## src/rtl/polyplay_vram_arb_if.sv

```systemverilog
// Bus bundle for the Polyplay video RAM arbiter: video fetch port, CPU port,
// RAM port and the overrun flag. "slave" is the arbiter side, "master" the surroundings.
interface polyplay_vram_arb_if #(
    parameter int AW = 11,
    parameter int DW = 8
);
    logic          vid_req;
    logic [AW-1:0] vid_addr;
    logic [DW-1:0] vid_data;
    logic          vid_valid;

    logic          cpu_req;
    logic          cpu_we;
    logic [AW-1:0] cpu_addr;
    logic [DW-1:0] cpu_wdata;
    logic [DW-1:0] cpu_rdata;
    logic          cpu_ack;

    logic [AW-1:0] ram_addr;
    logic          ram_we;
    logic [DW-1:0] ram_wdata;
    logic [DW-1:0] ram_rdata;

    logic          vid_overrun;

    modport slave (
        input  vid_req, vid_addr, cpu_req, cpu_we, cpu_addr, cpu_wdata, ram_rdata,
        output vid_data, vid_valid, cpu_rdata, cpu_ack, ram_addr, ram_we, ram_wdata,
        output vid_overrun
    );

    modport master (
        output vid_req, vid_addr, cpu_req, cpu_we, cpu_addr, cpu_wdata, ram_rdata,
        input  vid_data, vid_valid, cpu_rdata, cpu_ack, ram_addr, ram_we, ram_wdata,
        input  vid_overrun
    );
endinterface

```

## src/rtl/polyplay_vram_arb.sv

```systemverilog
// Single-port video RAM arbiter: one access slot per cycle shared between video
// fetches (default winner, one-deep pending buffer) and a CPU port with anti-starvation.
module polyplay_vram_arb #(
    parameter int AW       = 11,
    parameter int DW       = 8,
    parameter int MAX_WAIT = 4
) (
    input  logic                  clk_sys,
    input  logic                  reset,
    polyplay_vram_arb_if.slave    bus
);

    typedef enum logic [1:0] {
        TAG_NONE   = 2'd0,
        TAG_VID    = 2'd1,
        TAG_CPU_RD = 2'd2,
        TAG_CPU_WR = 2'd3
    } tag_e;

    logic          pend_valid_q, pend_valid_d;
    logic [AW-1:0] pend_addr_q,  pend_addr_d;
    logic [3:0]    wait_cnt_q,   wait_cnt_d;
    logic          cpu_busy_q,   cpu_busy_d;
    tag_e          tag_s1_q,     tag_s1_d;
    tag_e          tag_s2_q,     tag_s2_d;
    logic [AW-1:0] ram_addr_q,   ram_addr_d;
    logic          ram_we_q,     ram_we_d;
    logic [DW-1:0] ram_wdata_q,  ram_wdata_d;
    logic [DW-1:0] vid_data_q,   vid_data_d;
    logic          vid_valid_q,  vid_valid_d;
    logic [DW-1:0] cpu_rdata_q,  cpu_rdata_d;
    logic          cpu_ack_q,    cpu_ack_d;
    logic          overrun_q,    overrun_d;

    logic          cpu_pend_s;
    logic          force_cpu_s;
    logic          grant_cpu_s;
    logic          grant_vid_s;
    logic [AW-1:0] vid_issue_addr_s;

    // Slot arbitration, pending buffer, wait counter and read-return pipeline
    always_comb begin
        pend_valid_d     = pend_valid_q;
        pend_addr_d      = pend_addr_q;
        wait_cnt_d       = wait_cnt_q;
        cpu_busy_d       = cpu_busy_q;
        tag_s1_d         = TAG_NONE;
        tag_s2_d         = tag_s1_q;
        ram_addr_d       = ram_addr_q;
        ram_we_d         = 1'b0;
        ram_wdata_d      = ram_wdata_q;
        vid_data_d       = vid_data_q;
        vid_valid_d      = 1'b0;
        cpu_rdata_d      = cpu_rdata_q;
        cpu_ack_d        = 1'b0;
        overrun_d        = overrun_q;
        grant_cpu_s      = 1'b0;
        grant_vid_s      = 1'b0;
        vid_issue_addr_s = pend_addr_q;

        cpu_pend_s  = bus.cpu_req & ~cpu_busy_q;
        force_cpu_s = cpu_pend_s & (wait_cnt_q == 4'(MAX_WAIT));

        // The buffered fetch always goes before a newly arriving one
        if (force_cpu_s) begin
            grant_cpu_s = 1'b1;
            if (bus.vid_req && pend_valid_q) begin
                overrun_d = 1'b1;
            end else if (bus.vid_req) begin
                pend_valid_d = 1'b1;
                pend_addr_d  = bus.vid_addr;
            end else begin
                pend_valid_d = pend_valid_q;
            end
        end else if (pend_valid_q) begin
            grant_vid_s      = 1'b1;
            vid_issue_addr_s = pend_addr_q;
            if (bus.vid_req) begin
                pend_addr_d = bus.vid_addr;
            end else begin
                pend_valid_d = 1'b0;
            end
        end else if (bus.vid_req) begin
            grant_vid_s      = 1'b1;
            vid_issue_addr_s = bus.vid_addr;
        end else if (cpu_pend_s) begin
            grant_cpu_s = 1'b1;
        end else begin
            grant_cpu_s = 1'b0;
        end

        if (grant_cpu_s) begin
            ram_addr_d  = bus.cpu_addr;
            ram_wdata_d = bus.cpu_wdata;
            ram_we_d    = bus.cpu_we;
            cpu_busy_d  = 1'b1;
            wait_cnt_d  = 4'd0;
            if (bus.cpu_we) begin
                tag_s1_d = TAG_CPU_WR;
            end else begin
                tag_s1_d = TAG_CPU_RD;
            end
        end else if (grant_vid_s) begin
            ram_addr_d = vid_issue_addr_s;
            tag_s1_d   = TAG_VID;
        end else begin
            tag_s1_d = TAG_NONE;
        end

        if (cpu_pend_s && !grant_cpu_s && (wait_cnt_q != 4'hF)) begin
            wait_cnt_d = wait_cnt_q + 4'd1;
        end else begin
            wait_cnt_d = wait_cnt_d;
        end

        // ram_rdata now holds the word addressed two edges ago
        if (tag_s2_q == TAG_VID) begin
            vid_valid_d = 1'b1;
            vid_data_d  = bus.ram_rdata;
        end else if (tag_s2_q == TAG_CPU_RD) begin
            cpu_ack_d   = 1'b1;
            cpu_rdata_d = bus.ram_rdata;
            cpu_busy_d  = 1'b0;
        end else if (tag_s2_q == TAG_CPU_WR) begin
            cpu_ack_d   = 1'b1;
            cpu_busy_d  = 1'b0;
        end else begin
            vid_valid_d = 1'b0;
        end
    end

    // State and output registers; reset also discards in-flight tags
    always_ff @(posedge clk_sys) begin
        if (reset) begin
            pend_valid_q <= 1'b0;
            pend_addr_q  <= {AW{1'b0}};
            wait_cnt_q   <= 4'd0;
            cpu_busy_q   <= 1'b0;
            tag_s1_q     <= TAG_NONE;
            tag_s2_q     <= TAG_NONE;
            ram_addr_q   <= {AW{1'b0}};
            ram_we_q     <= 1'b0;
            ram_wdata_q  <= {DW{1'b0}};
            vid_data_q   <= {DW{1'b0}};
            vid_valid_q  <= 1'b0;
            cpu_rdata_q  <= {DW{1'b0}};
            cpu_ack_q    <= 1'b0;
            overrun_q    <= 1'b0;
        end else begin
            pend_valid_q <= pend_valid_d;
            pend_addr_q  <= pend_addr_d;
            wait_cnt_q   <= wait_cnt_d;
            cpu_busy_q   <= cpu_busy_d;
            tag_s1_q     <= tag_s1_d;
            tag_s2_q     <= tag_s2_d;
            ram_addr_q   <= ram_addr_d;
            ram_we_q     <= ram_we_d;
            ram_wdata_q  <= ram_wdata_d;
            vid_data_q   <= vid_data_d;
            vid_valid_q  <= vid_valid_d;
            cpu_rdata_q  <= cpu_rdata_d;
            cpu_ack_q    <= cpu_ack_d;
            overrun_q    <= overrun_d;
        end
    end

    assign bus.ram_addr    = ram_addr_q;
    assign bus.ram_we      = ram_we_q;
    assign bus.ram_wdata   = ram_wdata_q;
    assign bus.vid_data    = vid_data_q;
    assign bus.vid_valid   = vid_valid_q;
    assign bus.cpu_rdata   = cpu_rdata_q;
    assign bus.cpu_ack     = cpu_ack_q;
    assign bus.vid_overrun = overrun_q;

endmodule

```

## src/flat_wrapper.sv

```systemverilog
// flat-port wrapper written by rule: the top's interface ports become plain ports
module polyplay_vram_arb_flat 
#(
    parameter int AW       = 11,
    parameter int DW       = 8,
    parameter int MAX_WAIT = 4
)
  (clk_sys, reset, bus_vid_req, bus_vid_addr, bus_cpu_req, bus_cpu_we, bus_cpu_addr, bus_cpu_wdata, bus_ram_rdata, bus_vid_data, bus_vid_valid, bus_cpu_rdata, bus_cpu_ack, bus_ram_addr, bus_ram_we, bus_ram_wdata, bus_vid_overrun);
  polyplay_vram_arb_if #(.AW(AW), .DW(DW)) bus_i ();
  input  logic clk_sys;
  input  logic reset;
  input wire logic [$bits(bus_i.vid_req)-1:0] bus_vid_req;
  input wire logic [$bits(bus_i.vid_addr)-1:0] bus_vid_addr;
  input wire logic [$bits(bus_i.cpu_req)-1:0] bus_cpu_req;
  input wire logic [$bits(bus_i.cpu_we)-1:0] bus_cpu_we;
  input wire logic [$bits(bus_i.cpu_addr)-1:0] bus_cpu_addr;
  input wire logic [$bits(bus_i.cpu_wdata)-1:0] bus_cpu_wdata;
  input wire logic [$bits(bus_i.ram_rdata)-1:0] bus_ram_rdata;
  output wire logic [$bits(bus_i.vid_data)-1:0] bus_vid_data;
  output wire logic [$bits(bus_i.vid_valid)-1:0] bus_vid_valid;
  output wire logic [$bits(bus_i.cpu_rdata)-1:0] bus_cpu_rdata;
  output wire logic [$bits(bus_i.cpu_ack)-1:0] bus_cpu_ack;
  output wire logic [$bits(bus_i.ram_addr)-1:0] bus_ram_addr;
  output wire logic [$bits(bus_i.ram_we)-1:0] bus_ram_we;
  output wire logic [$bits(bus_i.ram_wdata)-1:0] bus_ram_wdata;
  output wire logic [$bits(bus_i.vid_overrun)-1:0] bus_vid_overrun;
  assign bus_i.vid_req = bus_vid_req;
  assign bus_i.vid_addr = bus_vid_addr;
  assign bus_i.cpu_req = bus_cpu_req;
  assign bus_i.cpu_we = bus_cpu_we;
  assign bus_i.cpu_addr = bus_cpu_addr;
  assign bus_i.cpu_wdata = bus_cpu_wdata;
  assign bus_i.ram_rdata = bus_ram_rdata;
  assign bus_vid_data = bus_i.vid_data;
  assign bus_vid_valid = bus_i.vid_valid;
  assign bus_cpu_rdata = bus_i.cpu_rdata;
  assign bus_cpu_ack = bus_i.cpu_ack;
  assign bus_ram_addr = bus_i.ram_addr;
  assign bus_ram_we = bus_i.ram_we;
  assign bus_ram_wdata = bus_i.ram_wdata;
  assign bus_vid_overrun = bus_i.vid_overrun;
  polyplay_vram_arb #(.AW(AW), .DW(DW), .MAX_WAIT(MAX_WAIT)) u_core (.clk_sys(clk_sys), .reset(reset), .bus(bus_i));
endmodule
```

## config.mk

```make
export PLATFORM = sky130hd
export DESIGN_NAME = polyplay_vram_arb_flat
export DESIGN_NICKNAME = d
export VERILOG_FILES = /design/src/rtl/polyplay_vram_arb_if.sv /design/src/rtl/polyplay_vram_arb.sv /design/src/flat_wrapper.sv
export SDC_FILE = /design/constraint.sdc
export NUM_CORES = 1
export LEC_CHECK = 0
export CELL_PAD_IN_SITES_DETAIL_PLACEMENT = 1
export CELL_PAD_IN_SITES_GLOBAL_PLACEMENT = 1
export CORE_AREA = 2 2 96 122
export DETAILED_ROUTE_END_ITERATION = 8
export DIE_AREA = 0 0 98 124
export PLACE_DENSITY = 0.57
export SYNTH_ARGS = -nofsm -noshare
export SYNTH_HDL_FRONTEND = slang
export SYNTH_SLANG_ARGS = --single-unit
```

## constraint.sdc

```tcl
create_clock -name clk_sys -period 1.8 [get_ports clk_sys]
set_input_delay 0.36 -clock clk_sys [delete_from_list [all_inputs] [get_ports clk_sys]]
set_output_delay 0.36 -clock clk_sys [all_outputs]
set_load 0.02 [all_outputs]
```

==> results.ini, run 1 <==
[critical_path]
start_kind=register
crit_path_end_kind=register
critical_path_buf_inv_count=2
path_class=reg -> reg
crit_fanout=5
slowest_stage=dfxtp_2
cp_slowest_stage_delay_ps=340
critical_path.cell_chain=inv_2, ha_4, nand3b_1, or2_4, o21ai_4, clkbuf_16, mux2i_1
path_delay_family=simple AND/OR/NAND/NOR gates
cp_data_required_time_ps=2060
critPathArrivalTime_ps=1940

[clocking]
clock-sinks=60
htreeDepth=3
clock_latency_ps=330
cts_tree=yes
clock-root-buffer=clkbuf_16
cts_buffers=9
hold_buffers=0
clock_path_buffers=2
clkTransAtPathRegs_ps=60

[grt]
grt_pass1_wl_mm=12.6
grt_usage_pct=13.3
overflow=0
grt_pass1_vias=2526
antenna_found_initial=0
grt_max_degree=56

[route]
route.detailed.drc=0
drt_pass1_iterations=4
ant_nets=0
drt_wl_total_mm=7.97
viasPerCell=4.66
dr_total_vias=2440
drtIter0Drc=73
wl_per_cell_um=15.2

[flow_run]
max_cap_violations=0

[sta]
whs_ps=443
finalMaxSlewViolations=0
rsz0062_at_grt=false
fin_crit_sh_pct=93.4
fin_crit_ps=1680
setup_tns_ps=0
fin_ws_ps=119
fmax_mhz=595
setup_viol=0
max_slew.worst_pin.slew_ps=588
skew_ps=6.81
hold_viol=0
relSlewSlack_pct=60.7

[layout]
nFillCells=1242
area_delta_synth_final_pct=55.6
fin_cells=524
final_cell_mix=clkdlybuf4s50_1 (80), dfxtp_1 (58), nand2_1 (43)
final_common_cell=clkdlybuf4s50_1
layout-drive-gt1-share_pct=16.5
layout.nets=429
num_antenna_cells=0

[pwr]
p_per_area_mw_per_mm2=940
p_leak_nw=1.57
vdd_drop_max_mv=0.467
total_power_mw=3.95

[yosys]
syn_inst=287
ys.flop_type=dfxtp_1
synth-seq-cells=60
synth_area_per_cell_um2=9.41
yosysWarnings=0
syn_nets=332
synth_cell_types=37
synth-async-reset-ratio_pct=0
synth_area_mm2=0.00270
yosysSeqAreaShare_pct=44.5
synth_edf_count=0

[placed_design]
dp_slack_ps=-155
place_congestion=0.779
portBuffers=81
place_inst=505
dpl.hpwl_mm=5.63

[min_path]
hold_path.class=reg -> reg

[die]
core_area_mm2=0.0109
rows=43
initial_core_util_pct=24.7
die_w_um=98
io_pins=82
die_h_um=124
fp.dieArea_mm2=0.0122

[outcome]
outcome=complete, no violations

==> synthesized netlist by cell type, drive strengths merged (3+ instances only) <==
cell	number	area (um^2)
o21ai	6	33.8
mux2i	37	370
a221oi	19	229
buf	11	83.8
nand2	43	161
nor2	28	121
nor2b	5	31.3
and2	3	18.8
dfxtp	60	1200
a21oi	14	70.1
clkbuf	12	45.0
inv	6	22.5
nor3	3	15.0
a21o	9	67.6
nand2b	11	68.8
==> flip-flops by register name, indices dropped and copies added, names as in the netlist, 2 cells and up <==
name                  cells
u_core.pend_addr_q       11
u_core.bus.ram_wdata      8
u_core.tag_s2_q           2
u_core.bus.vid_data       8
u_core.wait_cnt_q         4
u_core.tag_s1_q           2
u_core.bus.ram_addr      11
u_core.bus.cpu_rdata      8
==> worst paths after layout <==
path	slack, ps	end	depth (start not counted)	from
worst min register to register	440	u_core.tag_s2_q[1]	1	u_core.tag_s1_q[1]
worst min-delay path	440	u_core.tag_s2_q[1]	1	u_core.tag_s1_q[1]
worst max-delay path	120	u_core.pend_addr_q[6]	7	u_core.wait_cnt_q[0]
worst max register to register	120	u_core.pend_addr_q[6]	7	u_core.wait_cnt_q[0]
==> stage by stage <==
step	utilization, %	instance area, um^2
floorplan	-	2700
global placement	34.6	3780
detailed placement	34.6	3780
CTS	37.8	4130
global route	38.5	4200
finish	38.5	4200
==> layout make-up <==
type	instances	area (um^2)	share of cell area (%)
Multi-Input combinational cell	198	1370	32.7
Sequential cell	60	1200	28.7
Timing Repair Buffer	109	1080	25.8
Clock buffer	9	225	5.36
Tap cell	135	169	4.02
Clock inverter	7	124	2.95
Inverter	6	22.5	0.536
==> cell families (layout without fill, tap and decap cells) <==
kind of cell | after synthesis | after routing | share of synthesized area [%]
AND/OR/NAND/NOR | 99 | 99 | 16.8
flip-flops | 60 | 60 | 44.5
AO/OA/AOI/OAI | 59 | 59 | 18.0
multiplexers | 38 | 38 | 14.1
buffers and inverters | 29 | 131 | 5.61
adder cells (fa/ha/maj) | 2 | 2 | 0.927
==> routing by layer <==
layer,track usage [%],routed length (um)
met5,0,0
met4,5.38,144
met3,4.10,490
met2,22.3,3810
met1,15.8,3530
==> repair_timing <==
item / in CTS / in global routing
resized for setup: 0 / 8
endpoints found under the setup margin: 0 / 18
setup buffers: 0 / 2
==> where the power goes <==
| part | internal (mW) | switching [mW] |
|---|---|---|
| Combinational | 0.280 | 0.247 |
| Sequential | 1.38 | 0.0303 |
| Clock | 1.36 | 0.651 |
No activity file was read; power rests on OpenSTA's default activity.
==> inputs of run 2 (changes only) <==
Settings changed: TNS_END_PERCENT set to 100.
==> results of run 2 <==
No change in the layout: final DEF, timing and power equal those of run 1.
==> inputs of run 3 (changes only) <==
Settings changed: REMOVE_ABC_BUFFERS set to 1, SLEW_MARGIN set to 20.
Clock period 1.8 ns to 2 ns, I/O delays scaled along.
==> results.ini, run 3 (synthesized netlist as in run 1, its figures left out) <==
[clocking]
cts_buffers=9  ; unchanged
cts_tree=yes
hold_buffers=0  ; unchanged
post-cts-setup-buffers=0  ; unchanged
clock_latency_ps=330  ; about the same
clkTransAtPathRegs_ps=50  ; about the same
htreeDepth=3  ; unchanged
clock-sinks=60  ; unchanged
clock-root-buffer=clkbuf_16
postCtsResizedCells=0  ; unchanged
clock_path_buffers=2  ; unchanged

[placed_design]
dpl.hpwl_mm=5.58  ; -0.83%
portBuffers=81  ; unchanged
dpl_cell_area_mm2=0.00375  ; -0.93%
place_congestion=0.736  ; -5.5%
dp_slack_ps=-29.2  ; +126 ps

[layout]
nFillCells=1242  ; unchanged
design_area_mm2=0.00407  ; -3.2%
layout-drive-gt1-share_pct=13.1  ; -3.4 points
multiInputGateArea_mm2=0.00135  ; -1.8%
final_common_cell=clkdlybuf4s50_1
utilization_pct=37.2  ; -1.2 points
area_delta_synth_final_pct=50.6
layout.nets=423  ; -1.4%
seq_area_mm2=0.00120  ; -0.21%
final_cell_mix=clkdlybuf4s50_1 (80), dfxtp_1 (60), nand2_1 (43)
num_antenna_cells=0  ; unchanged

[sta]
fin_crit_sh_pct=86.6  ; -6.8 points
fin_crit_ps=1730  ; +50.9 ps
finalMaxSlewViolations=0  ; unchanged
relSlewSlack_pct=55.8  ; -4.9 points
max_slew.worst_pin.slew_ps=662  ; +74.0 ps
fin_ws_ps=268  ; +149 ps
setup_viol=0  ; unchanged
fmax_mhz=577  ; -2.9%
hold_viol=0  ; unchanged
whs_ps=432  ; -11.0 ps
skew_ps=3.58  ; -3.23 ps
rsz0062_at_grt=false

[route]
ant_nets=0  ; unchanged
dr_total_vias=2395  ; -1.8%
route.detailed.drc=0  ; unchanged
drt_wl_total_mm=7.91  ; -0.78%
drt_pass1_iterations=4  ; unchanged
viasPerCell=4.62  ; -0.71%
drtIter0Drc=74  ; +1.4%
wl_per_cell_um=15.3  ; +0.37%

[critical_path]
cp-startpoint=u_core.wait_cnt_q[0]
path_class=reg -> reg
cp_data_required_time_ps=2260  ; +200 ps
critPathArrivalTime_ps=1990  ; +50 ps
start_kind=register
r2r-start=u_core.wait_cnt_q[0]
crit_path_end_kind=register
crit_fanout=7  ; +2
worstSetupEndpoint=u_core.pend_addr_q[5]
reg2reg_slack_ps=270  ; +150 ps
timing.rr.end=u_core.pend_addr_q[5]
rr_worst_depth=7  ; unchanged

[die]
io_pins=82  ; unchanged
fp.dieArea_mm2=0.0122  ; unchanged
initial_core_util_pct=24.7  ; unchanged
rows=43  ; unchanged
core_area_mm2=0.0109  ; unchanged
die_h_um=124  ; unchanged
die_w_um=98  ; unchanged

[grt]
grt_pass1_wl_mm=13.2  ; +4.8%
overflow=0  ; unchanged
use_met3_pct=2.69  ; -1.4 points
use_met2_pct=23.1  ; +0.81 points
grt_usage_pct=13.9  ; +0.63 points
grt_pass1_vias=2589  ; +2.5%
met1_usage_pct=17.3  ; +1.5 points
antenna_found_initial=0  ; unchanged
top_usage_layer=met2
grt_max_degree=56  ; unchanged

[min_path]
hold_path.class=reg -> reg

[outcome]
outcome=complete, no violations

[pwr]
seqPwrFrac_pct=37.1  ; +1.4 points
combPwrFrac_pct=13.7  ; +0.4 points
vdd_drop_max_mv=0.385  ; -18%
switchingPower_uw=804  ; -13%
clkPwrFrac_pct=49.2  ; -1.8 points
swShare_pct=23.6  ; +0.024 points
p_leak_nw=1.51  ; -3.5%
p_per_area_mw_per_mm2=839  ; -11%
intPower_mw=2.61  ; -14%
total_power_mw=3.41  ; -14%

[flow_run]
max_cap_violations=0  ; unchanged

-- run 3: cell type report --
type | instances | area share, %
clock inverter | 4 | 1.78
clock buffer | 12 | 6.06
tap | 135 | 4.15
inverter | 6 | 0.554
sequential | 60 | 29.5
timing repair buffer | 103 | 24.8
multi-input combinational | 198 | 33.1
-- run 3: worst max-delay path, stage by stage, from the launching register on --
cell	delay, ps
dfxtp_1	330
inv_1	90
ha_1	190
nand3b_1	180
or2_1	290
o21ai_2	160
buf_4	220
mux2i_1	200
-- run 3: layer usage --
layer / part of all wire (%) / up-vias / wire [um]
li1: - / 1180 / -
met1: 45 / 1168 / 3540
met2: 51 / 39 / 4010
met3: 2.8 / 8 / 221
met4: 1.8 / 0 / 144
met5: 0 / - / 0
-- run 3: power groups by stage --
stage | Sequential (mW) | Combinational [mW] | Clock (mW)
floorplan | 1.33 | 0.164 | 0
global placement | 1.29 | 0.469 | 0
detailed placement | 1.29 | 0.472 | 0
CTS | 1.27 | 0.476 | 1.72
global route | 1.27 | 0.509 | 1.78
finish | 1.27 | 0.468 | 1.68
-- run 3: worst min-delay path by stage --
stage                                  start            endpoint  slack, ps  cells after the start
after floorplan           u_core.tag_s1_q[0]  u_core.tag_s2_q[0]        410                      1
after global placement    u_core.tag_s1_q[1]  u_core.tag_s2_q[1]        420                      1
after detailed placement  u_core.tag_s1_q[1]  u_core.tag_s2_q[1]        430                      1
after CTS                 u_core.tag_s1_q[1]  u_core.tag_s2_q[1]        440                      1
after global routing      u_core.tag_s1_q[1]  u_core.tag_s2_q[1]        470                      1
final                     u_core.tag_s1_q[1]  u_core.tag_s2_q[1]        430                      1
-- run 3: metrics by stage --
stage	cells	setup TNS (ps)
after global routing	518	0
final	518	0
after global placement	502	-140
after floorplan	264	-480
after CTS	518	0
after detailed placement	502	-179
